**config.mk**
```make
export PLATFORM = sky130hd
export DESIGN_NAME = eth_fcs_ctrl
export DESIGN_NICKNAME = d
export VERILOG_FILES = /design/src/rtl/eth_fcs_ctrl.sv
export SDC_FILE = /design/constraint.sdc
export NUM_CORES = 1
export LEC_CHECK = 0
export BUFFER_PORTS_ARGS = -buffer_cell sky130_fd_sc_hd__buf_4
export CORE_UTILIZATION = 50
export CTS_CLUSTER_DIAMETER = 200
export DETAILED_ROUTE_END_ITERATION = 8
export PLACE_DENSITY = 0.77
export REMOVE_ABC_BUFFERS = 1
export SLEW_MARGIN = 40
export SYNTH_ARGS = -nofsm -noshare
export SYNTH_HDL_FRONTEND = slang
export SYNTH_SLANG_ARGS = --single-unit
export TNS_END_PERCENT = 1
```
**constraint.sdc**
```tcl
create_clock -name clk -period 3.1 [get_ports clk]
set_clock_uncertainty 0.1 [all_clocks]
set_input_delay 0.155 -clock clk [delete_from_list [all_inputs] [get_ports clk]]
set_output_delay 0.155 -clock clk [all_outputs]
set_load 0.02 [all_outputs]
```
**src/rtl/eth_fcs_ctrl.sv**
```systemverilog
// rtl/eth_fcs_ctrl.sv - Ethernet TX framer: payload pass-through, zero padding and FCS append.
module eth_fcs_ctrl #(
    parameter int MIN_FRAME = 60,
    parameter int CRC_LAT   = 1
) (
    input  logic        clk,
    input  logic        rst,
    input  logic [7:0]  s_data,
    input  logic        s_valid,
    input  logic        s_last,
    output logic        s_ready,
    output logic [7:0]  m_data,
    output logic        m_valid,
    output logic        m_last,
    input  logic        m_ready,
    output logic        crc_init,
    output logic        crc_update,
    output logic [7:0]  crc_data,
    input  logic [31:0] crc_value,
    output logic        busy
);

    typedef enum logic [2:0] {IDLE, DATA, PAD, WAIT, FCS} state_t;

    localparam logic [10:0] MIN_CNT  = 11'(MIN_FRAME);
    localparam logic [3:0]  LAT_LAST = 4'(CRC_LAT - 1);

    state_t      state_q, state_d;
    logic [10:0] cnt_q, cnt_d;
    logic [31:0] fcs_q, fcs_d;
    logic [1:0]  idx_q, idx_d;
    logic [3:0]  wait_q, wait_d;
    logic [10:0] cnt_inc;

    always_ff @(posedge clk or posedge rst) begin
        if (rst) begin
            state_q <= IDLE;
            cnt_q   <= '0;
            fcs_q   <= '0;
            idx_q   <= '0;
            wait_q  <= '0;
        end else begin
            state_q <= state_d;
            cnt_q   <= cnt_d;
            fcs_q   <= fcs_d;
            idx_q   <= idx_d;
            wait_q  <= wait_d;
        end
    end

    // Saturate so oversized frames never wrap back into the padding range.
    assign cnt_inc = (cnt_q == 11'h7FF) ? cnt_q : cnt_q + 11'd1;

    always_comb begin
        state_d    = state_q;
        cnt_d      = cnt_q;
        fcs_d      = fcs_q;
        idx_d      = idx_q;
        wait_d     = wait_q;
        s_ready    = 1'b0;
        m_valid    = 1'b0;
        m_data     = 8'h00;
        m_last     = 1'b0;
        crc_init   = 1'b0;
        crc_update = 1'b0;
        crc_data   = 8'h00;
        busy       = (state_q != IDLE);

        case (state_q)
            IDLE: begin
                if (s_valid) begin
                    crc_init = 1'b1;
                    cnt_d    = '0;
                    idx_d    = '0;
                    wait_d   = '0;
                    state_d  = DATA;
                end
            end
            DATA: begin
                s_ready    = m_ready;
                m_valid    = s_valid;
                m_data     = s_data;
                crc_update = s_valid & m_ready;
                crc_data   = s_data;
                if (s_valid && m_ready) begin
                    cnt_d = cnt_inc;
                    if (s_last) begin
                        wait_d  = '0;
                        state_d = (cnt_inc < MIN_CNT) ? PAD : WAIT;
                    end
                end
            end
            PAD: begin
                m_valid    = 1'b1;
                crc_update = m_ready;
                if (m_ready) begin
                    cnt_d = cnt_inc;
                    if (cnt_inc >= MIN_CNT) begin
                        wait_d  = '0;
                        state_d = WAIT;
                    end
                end
            end
            WAIT: begin
                if (wait_q == LAT_LAST) begin
                    fcs_d   = crc_value;
                    wait_d  = '0;
                    idx_d   = '0;
                    state_d = FCS;
                end else begin
                    wait_d = wait_q + 4'd1;
                end
            end
            FCS: begin
                m_valid = 1'b1;
                case (idx_q)
                    2'd0:    m_data = fcs_q[7:0];
                    2'd1:    m_data = fcs_q[15:8];
                    2'd2:    m_data = fcs_q[23:16];
                    default: m_data = fcs_q[31:24];
                endcase
                m_last = (idx_q == 2'd3);
                if (m_ready) begin
                    idx_d = idx_q + 2'd1;
                    if (idx_q == 2'd3) state_d = IDLE;
                end
            end
            default: state_d = IDLE;
        endcase

        // Outputs go quiet the moment reset asserts, not at the next edge.
        if (rst) begin
            s_ready    = 1'b0;
            m_valid    = 1'b0;
            m_data     = 8'h00;
            m_last     = 1'b0;
            crc_init   = 1'b0;
            crc_update = 1'b0;
            crc_data   = 8'h00;
            busy       = 1'b0;
        end
    end

endmodule

```
==> flow_summary.json, run 1 <==
{
  "seqPwrFrac_pct": 38.8,
  "finalSetupTns_ns": 0,
  "synth_commonest_cells": "52 x dfrtp_1, 32 x mux2_2, 28 x nor2_1",
  "grt_use_total_pct": 24.3,
  "multiInputGateArea_um2": 1580,
  "dpl_cell_area_um2": 3550,
  "io_pins": 67,
  "die-area_um2": 6420,
  "seq_area_frac_synth_pct": 42.7,
  "p_switching_mw": 1.17,
  "power.share.clock_pct": 13.7,
  "cts.htree.levels": 2,
  "detail-route-antenna-nets": 0,
  "coreArea_um2": 5890,
  "cts_tree": "yes",
  "cts_made_buffers": 5,
  "die_w_um": 80.1,
  "ys_ff_latch": 52,
  "drive_above_1_share_pct": 30.6,
  "dpl.hpwl_mm": 4.93,
  "grt_pass1_wl_mm": 12.1,
  "clock_path_buffers": 2,
  "p_per_area_nw_per_um2": 753,
  "worstMarginPinSlew_ns": 0.637,
  "rsz0062_at_grt": "no",
  "nets": 443,
  "firstDrtPassIters": 5,
  "portBuffers": 66,
  "cts_setup_buffers": 0,
  "path_clk_slew_ns": 0.09,
  "hold_class": "primary input to flip-flop",
  "avgSynthCellArea_um2": 10.1,
  "critPathKind": "flip-flop to flip-flop",
  "grt_pass1_vias": 2547,
  "postCtsHoldBufs": 33,
  "setup_viol": 0,
  "grt_max_degree": 53,
  "netlist_area_um2": 3050,
  "vias": 2686,
  "final_design_area_no_fill_um2": 3980,
  "critPathRequiredTime_ns": 3.20,
  "cts.sinks": 52,
  "drc": 0,
  "worstPathCellList": "ha_1 > nand3_2 > or3_1 > a311oi_2 > o31ai_4 > a211o_1",
  "synth_top_area_share_pct": 42.7,
  "yosys.cell_types.count": 56,
  "crit_fanout": 8,
  "syn_inst": 303,
  "slowest_stage": "or3_1",
  "fp.dieH_um": 80.1,
  "fmax_mhz": 406,
  "rows": 28,
  "drt_first_iter_violations": 267,
  "totalWireLength_mm": 7.42,
  "ir_worst_vdd_v": 0.000444,
  "synth_edf_count": 0,
  "power_leakage_nw": 1.78,
  "relSlewSlack_pct": 57.6,
  "routedWlPerCell_um": 15.9,
  "cap_violations": 0,
  "start_util_pct": 51.8,
  "gp_congestion": 0.866,
  "viasPerCell": 5.75,
  "synth_top_area_cell": "dfrtp_1",
  "post_cts_resized": 0,
  "synth-main-ff-cell": "dfrtp_1",
  "antenna_found_initial": 0,
  "ys.warnings.count": 0,
  "clockRootBuffer": "clkbuf_8",
  "cpPeakStageDelay_ns": 0.51,
  "diodes": 0,
  "arrival_ns": 2.56,
  "internal-power_mw": 1.82,
  "synthArstFlopShare_pct": 100,
  "drv_slew": 0,
  "cpLargestDelayFamily": "compound AO/OA/AOI/OAI gates",
  "area_growth_pct": 30.5,
  "grt_overflow": 0,
  "fin_crit_ns": 2.46,
  "crit_path_end_kind": "flip-flop",
  "setup.worst_path.start_class": "flip-flop",
  "fillCellCount": 456,
  "synth_most_common_cell": "dfrtp_1",
  "synth.area.top_cells": "dfrtp_1 43%, mux2_2 12%, nor2_1 3.4%",
  "seq_area_um2": 1300,
  "swShare_pct": 39.2,
  "fin_crit_sh_pct": 79.5,
  "insertion_delay_ns": 0.31,
  "path_buf_inv": 0,
  "p_comb_share_pct": 47.5,
  "status": "finished clean",
  "hold_violations": 0
}
==> registers in the layout (all words and copies together) (netlist names) <==
name and flops:
cnt_q 11, fcs_q 32, idx_q 2, state_q 3, wait_q 4
==> tightest hold or removal path, delay by kind of cell <==
family,cells,cell delay (ns)
simple gates,1,0.09
compound gates,1,0.09
buf+inv,1,0.15
==> path summary, 6_finish.rpt <==
check,from,to,slack (ns),cells past startpoint
worst max-delay path,cnt_q[0],wait_q[3],0.64,6
worst min-delay path,m_ready,idx_q[1],0.12,3
worst max register to register,cnt_q[0],wait_q[3],0.64,6
worst min register to register,fcs_q[20],fcs_q[20],0.41,1
max in group asynchronous,rst,cnt_q[0],2.05,3
min in group asynchronous,rst,fcs_q[28],0.42,3
==> cells by family after synthesis <==
family	share of synthesized area, %
adders and majority gates	2.87
and+or+nand+nor	14.6
buffers and inverters	5.87
muxes	15.6
DFF	42.7
xor gates and xnor gates	1.15
AOI/OAI and AO/OA	17.3
==> layout by cell type, fill, tap and decap left out, types with 9 or more instances in the layout <==
master / n
a21oi_1: 12
o21ai_0: 19
and2_1: 9
dlygate4sd3_1: 33
nand2_1: 11
dfrtp_1: 52
buf_4: 69
mux2_2: 32
inv_1: 16
mux2i_1: 10
nor2_1: 28
==> area by class of cell <==
class	instances	share of cell area, %
clock buffers	6	2.07
flip-flops and latches	52	32.7
repair buffers	102	21.3
inverters	17	1.67
clock inverters	2	0.346
multi-input cells	213	39.6
well taps	75	2.36
==> power groups by stage <==
| stage | Combinational, mW | Clock [mW] | Sequential [mW] |
|---|---|---|---|
| floorplan | 1.02 | 0 | 1.10 |
| global placement | 1.34 | 0 | 1.15 |
| detailed placement | 1.36 | 0 | 1.17 |
| CTS | 1.40 | 0.422 | 1.16 |
| global route | 1.56 | 0.452 | 1.20 |
| finish | 1.42 | 0.410 | 1.16 |
==> stage by stage <==
stage | instances | hold WS (ns) | utilization [%] | power [mW] | setup slack, ns
floorplan | 282 | 0.206 | - | 2.12 | 0.164
global placement | 426 | 0.288 | 60.3 | 2.49 | 0.736
detailed placement | 426 | 0.227 | 60.3 | 2.53 | 0.662
CTS | 467 | 0.108 | 67.6 | 2.98 | 0.542
global route | 467 | 0.105 | 67.6 | 3.20 | 0.494
finish | 467 | 0.120 | 67.6 | 3.00 | 0.636
==> layer usage <==
layer,share of wire [%],wire (um),GRT usage [%],vias to the layer above
met5,0,0,0,-
met4,1.5,110,8.39,0
met3,4.4,325,3.18,12
met2,52,3830,42.5,97
met1,43,3160,30.8,1300
li1,-,-,-,1277
(Power assumes the default switching activity.)
==> run 2, diff against run 1 <==
ABC_AREA = 1   (was default)
PLACE_DENSITY = 0.78   (was 0.77)
clock period = 2.4 ns   (was 3.1 ns; I/O delays follow)
==> flow_summary.json, run 2 <==
{
  "fp.dieH_um": 78.8,
  "p_per_area_nw_per_um2": 885,
  "portBuffers": 66,
  "synth_edf_count": 0,
  "setup.worst_path.start_class": "flip-flop",
  "dpl_cell_area_um2": 3490,
  "clockRootBuffer": "clkbuf_8",
  "ys.warnings.count": 0,
  "cpLargestDelayFamily": "flip-flops",
  "critPathRequiredTime_ns": 2.18,
  "fillCellCount": 458,
  "cap_violations": 0,
  "crit_path_end_kind": "output pin",
  "slowest_stage": "dfrtp_2",
  "syn_inst": 401,
  "start_util_pct": 52.6,
  "fin_crit_ns": 2.27,
  "nets": 547,
  "hold_class": "primary input to flip-flop",
  "grt_use_total_pct": 28.8,
  "path_buf_inv": 2,
  "grt_max_degree": 40,
  "detail-route-antenna-nets": 0,
  "fmax_mhz": 440,
  "diodes": 0,
  "relSlewSlack_pct": 61.5,
  "die_w_um": 78.8,
  "drv_slew": 0,
  "ir_worst_vdd_v": 0.000462,
  "setup_viol": 0,
  "finalSetupTns_ns": 0,
  "worstPathCellList": "nor2_1 > nand2_1 > nor2_1 > clkinv_2 > a31o_2 > a31oi_1 > buf_4",
  "power.share.clock_pct": 15.4,
  "regMostFlops": "fcs_q",
  "die-area_um2": 6210,
  "vias": 3090,
  "routedWlPerCell_um": 14.7,
  "swShare_pct": 43.2,
  "drc": 0,
  "ys_ff_latch": 52,
  "cts_made_buffers": 5,
  "fin_crit_sh_pct": 94.8,
  "rows": 27,
  "seq_area_frac_synth_pct": 44.1,
  "grt_overflow": 0,
  "layout_common_cells": "167 x nand2_1, 68 x buf_4, 49 x dfrtp_1",
  "cts.htree.levels": 2,
  "drt_first_iter_violations": 195,
  "synthArstFlopShare_pct": 100,
  "gp_congestion": 0.912,
  "cpMostUsedCell": "nor2_1",
  "grt_pass1_vias": 3034,
  "yosys.cell_types.count": 34,
  "final_design_area_no_fill_um2": 3930,
  "top_regs": "fcs_q x32, cnt_q x11, wait_q x4",
  "insertion_delay_ns": 0.30,
  "arrival_ns": 2.05,
  "io_pins": 67,
  "synth_commonest_cells": "167 x nand2_1, 52 x dfrtp_1, 30 x inv_1",
  "area_growth_pct": 33.1,
  "cts.sinks": 52,
  "worstMarginPinSlew_ns": 0.577,
  "grt_pass1_wl_mm": 14.0,
  "avgSynthCellArea_um2": 7.36,
  "coreArea_um2": 5610,
  "path_clk_slew_ns": 0.10,
  "clock_path_buffers": 2,
  "dpl.hpwl_mm": 5.35,
  "hold_violations": 0,
  "synth_top_area_share_pct": 44.1,
  "p_switching_mw": 1.50,
  "antenna_found_initial": 0,
  "synth.area.top_cells": "dfrtp_1 44%, nand2_1 21%, nand3_1 4.2%",
  "critPathKind": "flip-flop to output pin",
  "internal-power_mw": 1.97,
  "firstDrtPassIters": 5,
  "p_comb_share_pct": 43.8,
  "final_common_cell": "nand2_1",
  "cts_tree": "yes",
  "status": "finished clean",
  "cpPeakStageDelay_ns": 0.48,
  "crit_fanout": 10,
  "seqPwrFrac_pct": 40.8,
  "drive_above_1_share_pct": 21.2,
  "viasPerCell": 5.44,
  "totalWireLength_mm": 8.35,
  "rsz0062_at_grt": "no",
  "synth_most_common_cell": "nand2_1",
  "power_leakage_nw": 1.97,
  "netlist_area_um2": 2950,
  "synth-main-ff-cell": "dfrtp_1",
  "largest_reg_flops": 32,
  "synth_top_area_cell": "dfrtp_1"
}
==> run 2: cell count changes after synthesis, sizes merged, moves of 9 or more <==
cell / before / now
mux2: 33 / 0
clkbuf: 17 / 7
inv: 17 / 34
mux2i: 10 / 0
and2: 9 / 0
nand2: 11 / 169
nand3: 8 / 30
==> run 2: kinds of logic after synthesis <==
group / Yosys count / share of synthesized area [%]
and+or+nand+nor: 236 / 33.9
adders and majority gates: 7 / 2.97
AOI/OAI and AO/OA: 51 / 10.8
DFF: 52 / 44.1
buffers and inverters: 50 / 6.78
xor gates and xnor gates: 5 / 1.48
==> run 2: worst paths after layout <==
check                                 from          to  slack (ns)  cells after the start
worst max-delay path            state_q[0]   m_data[5]        0.13                      7
worst min-delay path               m_ready  state_q[2]        0.06                      4
worst max register to register    cnt_q[1]   wait_q[2]        0.38                     10
worst min register to register   fcs_q[11]   fcs_q[11]        0.38                      2
max in group asynchronous              rst  state_q[1]        0.99                      4
min in group asynchronous              rst   fcs_q[24]        0.37                      3
==> run 2: power groups by stage <==
stage | registers [mW] | clock network [mW] | logic (mW)
2_1_floorplan | 1.36 | 0 | 1.01
3_3_place_gp | 1.40 | 0 | 1.39
3_5_place_dp | 1.41 | 0 | 1.44
4_1_cts | 1.40 | 0.538 | 1.48
5_1_grt | 1.46 | 0.571 | 1.71
6_report | 1.42 | 0.535 | 1.52
==> run 2: repair_timing <==
item / in CTS / in global routing
gates resized for setup: 1 / 7
hold buffers: 33 / 0
endpoints found under the hold margin: 45 / 0
buffers inserted: 0 / 0
endpoints found under the setup margin: 1 / 2
==> run 2: final cells by class <==
| type | count | area (um^2) | area share, % |
|---|---|---|---|
| clock inverters | 2 | 15.0 | 0.382 |
| flip-flops and latches | 52 | 1310 | 33.2 |
| repair buffers | 101 | 841 | 21.4 |
| clock buffers | 6 | 82.6 | 2.10 |
| inverters | 36 | 141 | 3.60 |
| multi-input cells | 299 | 1450 | 37.0 |
| well taps | 72 | 90.1 | 2.29 |
==> run 2: worst min-delay path, stage by stage <==
cell,delay [ns]
buf_4,0.11
nor2_1,0.04
inv_1,0.08
nand3_1,0.07
==> run 2: stage by stage <==
step	power [mW]	setup slack [ns]	utilization [%]	std cells	hold slack (ns)
2_1_floorplan	2.37	0.367	-	387	0.137
3_3_place_gp	2.79	0.362	62.2	527	0.133
3_5_place_dp	2.86	0.350	62.2	527	0.133
4_1_cts	3.42	0.0495	69.9	568	0.0656
5_1_grt	3.74	0.00743	70.0	568	0.107
6_report	3.47	0.126	70.0	568	0.0587
==> run 2: metal layers <==
layer  global-route usage (%)  up-vias  share of wire, %
li1                         -     1472                 -
met1                     35.3     1458                41
met2                     50.6      141                51
met3                     4.25       19               5.9
met4                     11.5        0               2.0
met5                        0        -                 0
==> run 3, diff against run 2 <==
CELL_PAD_IN_SITES_DETAIL_PLACEMENT = 0   (was default)
CELL_PAD_IN_SITES_GLOBAL_PLACEMENT = 1   (was default)
CORE_UTILIZATION = 39   (was 50)
PLACE_DENSITY = 0.83   (was 0.78)
TNS_END_PERCENT = 20   (was 1)
==> flow_summary.json, run 3 (synthesis gave the netlist of run 2 again) <==
{
  "drv_slew": 0,
  "grt_pass1_wl_mm": 13.1,
  "antenna_found_initial": 0,
  "fmax_mhz": 446,
  "dpl.hpwl_mm": 5.57,
  "routedWlPerCell_um": 13.5,
  "arrival_ns": 2.02,
  "top_regs": "fcs_q x32, cnt_q x11, wait_q x4",
  "gp_congestion": 0.817,
  "grt_max_degree": 35,
  "fin_crit_ns": 2.24,
  "setup_viol": 0,
  "final_util_pct": 54.5,
  "die_w_um": 89.0,
  "highest_layer": "met4",
  "timing.hold.ws_ns": 0.0559,
  "relSlewSlack_pct": 62.0,
  "final_common_cell": "nand2_1",
  "drc": 0,
  "crit_path_end_kind": "output pin",
  "die-area_um2": 7920,
  "cts.htree.levels": 2,
  "viasPerCell": 4.92,
  "hold_violations": 0,
  "area_growth_pct": 34.6,
  "rows": 31,
  "drt_first_iter_violations": 142,
  "critPathKind": "flip-flop to output pin",
  "grt_use_total_pct": 21.8,
  "startpoint": "state_q[2]",
  "clockRootBuffer": "clkbuf_8",
  "path_clk_slew_ns": 0.09,
  "seq_area_um2": 1310,
  "clock_path_buffers": 2,
  "start_util_pct": 40.5,
  "ir_worst_vdd_v": 0.000369,
  "crit_fanout": 15,
  "drt-met1-wl_mm": 3.48,
  "met2_length_mm": 4.05,
  "rsz0062_at_grt": "no",
  "detail-route-antenna-nets": 0,
  "vias": 2930,
  "setup.worst_path.start_class": "flip-flop",
  "cap_violations": 0,
  "portBuffers": 66,
  "grt_overflow": 0,
  "totalWireLength_mm": 8.06,
  "multiInputGateArea_um2": 1450,
  "finalSetupTns_ns": 0,
  "fp.dieH_um": 89.0,
  "drive_above_1_share_pct": 21.1,
  "worstMarginPinSlew_ns": 0.570,
  "cts_made_buffers": 5,
  "firstDrtPassIters": 4,
  "hold_class": "primary input to flip-flop",
  "status": "finished clean",
  "largest_reg_flops": 32,
  "critPathRequiredTime_ns": 2.18,
  "nets": 549,
  "regMostFlops": "fcs_q",
  "insertion_delay_ns": 0.31,
  "power_leakage_nw": 1.99,
  "diodes": 0,
  "layout_common_cells": "167 x nand2_1, 70 x buf_4, 49 x dfrtp_1",
  "hp-start": "m_ready",
  "io_pins": 67,
  "cts.sinks": 52,
  "coreArea_um2": 7290,
  "wl_met3_um": 354,
  "cts_tree": "yes",
  "p_per_area_nw_per_um2": 867,
  "fillCellCount": 730,
  "grt_pass1_vias": 2885,
  "post-place-ws_ns": 0.340,
  "r2r_start": "cnt_q[1]",
  "fin_crit_sh_pct": 93.3,
  "setup_slack_ns": 0.160
}
## run 3: changes by cell type in the layout (fill, tap and decap cells not counted)
cell / before / now
ha_2: 1 / 0
inv_6: 0 / 1
clkinvlp_4: 2 / 0
clkbuf_8: 6 / 7
buf_4: 68 / 70
ha_1: 6 / 7
clkinv_4: 1 / 0
## run 3: final cells by class
class                   count  area share (%)
well taps                  99            3.12
repair buffers            103            21.5
flip-flops and latches     52            32.9
multi-input cells         299            36.5
clock buffers               7            2.43
inverters                  36            3.56
## run 3: path summary, 6_finish.rpt
kind / end / slack (ns) / cells after the start
setup reg to reg: wait_q[0] / 0.40 / 10
hold reg to reg: fcs_q[28] / 0.38 / 2
hold / removal: state_q[2] / 0.06 / 4
setup / recovery: crc_update / 0.16 / 11
min in group asynchronous: fcs_q[13] / 0.43 / 3
max in group asynchronous: state_q[0] / 1.07 / 4
## run 3: per-stage QoR
step / cell area (um^2) / std cells / total power, mW
final: 3970 / 596 / 3.44
after global routing: 3970 / 596 / 3.73
after CTS: 3960 / 595 / 3.44
after detailed placement: 3530 / 555 / 2.86
after global placement: 3530 / 555 / 2.82
after floorplan: 2890 / 387 / 2.37
## run 3: power breakdown
| part | switching (mW) | total [mW] | internal (mW) |
|---|---|---|---|
| Clock | 0.283 | 0.541 | 0.258 |
| Sequential | 0.206 | 1.40 | 1.20 |
| Combinational | 0.952 | 1.50 | 0.551 |
| Total | 1.44 | 3.44 | 2.00 |
## run 3: repair_timing
| action | in CTS | in global routing |
|---|---|---|
| gates resized for setup | 1 | 5 |
| setup endpoints to repair | 2 | 1 |
| buffers inserted | 0 | 1 |
| endpoints found under the hold margin | 50 | 0 |
| gates cloned | 0 | 0 |
| hold buffers | 33 | 0 |
## run 3: routing by layer
layer	up-vias	track usage, %
met3	18	3.51
li1	1475	-
met4	0	7.50
met1	1342	26.1
met2	95	39.9
met5	-	0
## run 3: worst max-delay path, cell delays in order (launching register included)
cell	delay, ns
dfrtp_2	0.43
inv_2	0.07
nand3_4	0.12
nand2_4	0.09
inv_2	0.10
o22ai_2	0.08
nor2_2	0.13
nand3_2	0.15
inv_6	0.15
nand2_2	0.11
nor2_1	0.12
buf_4	0.15
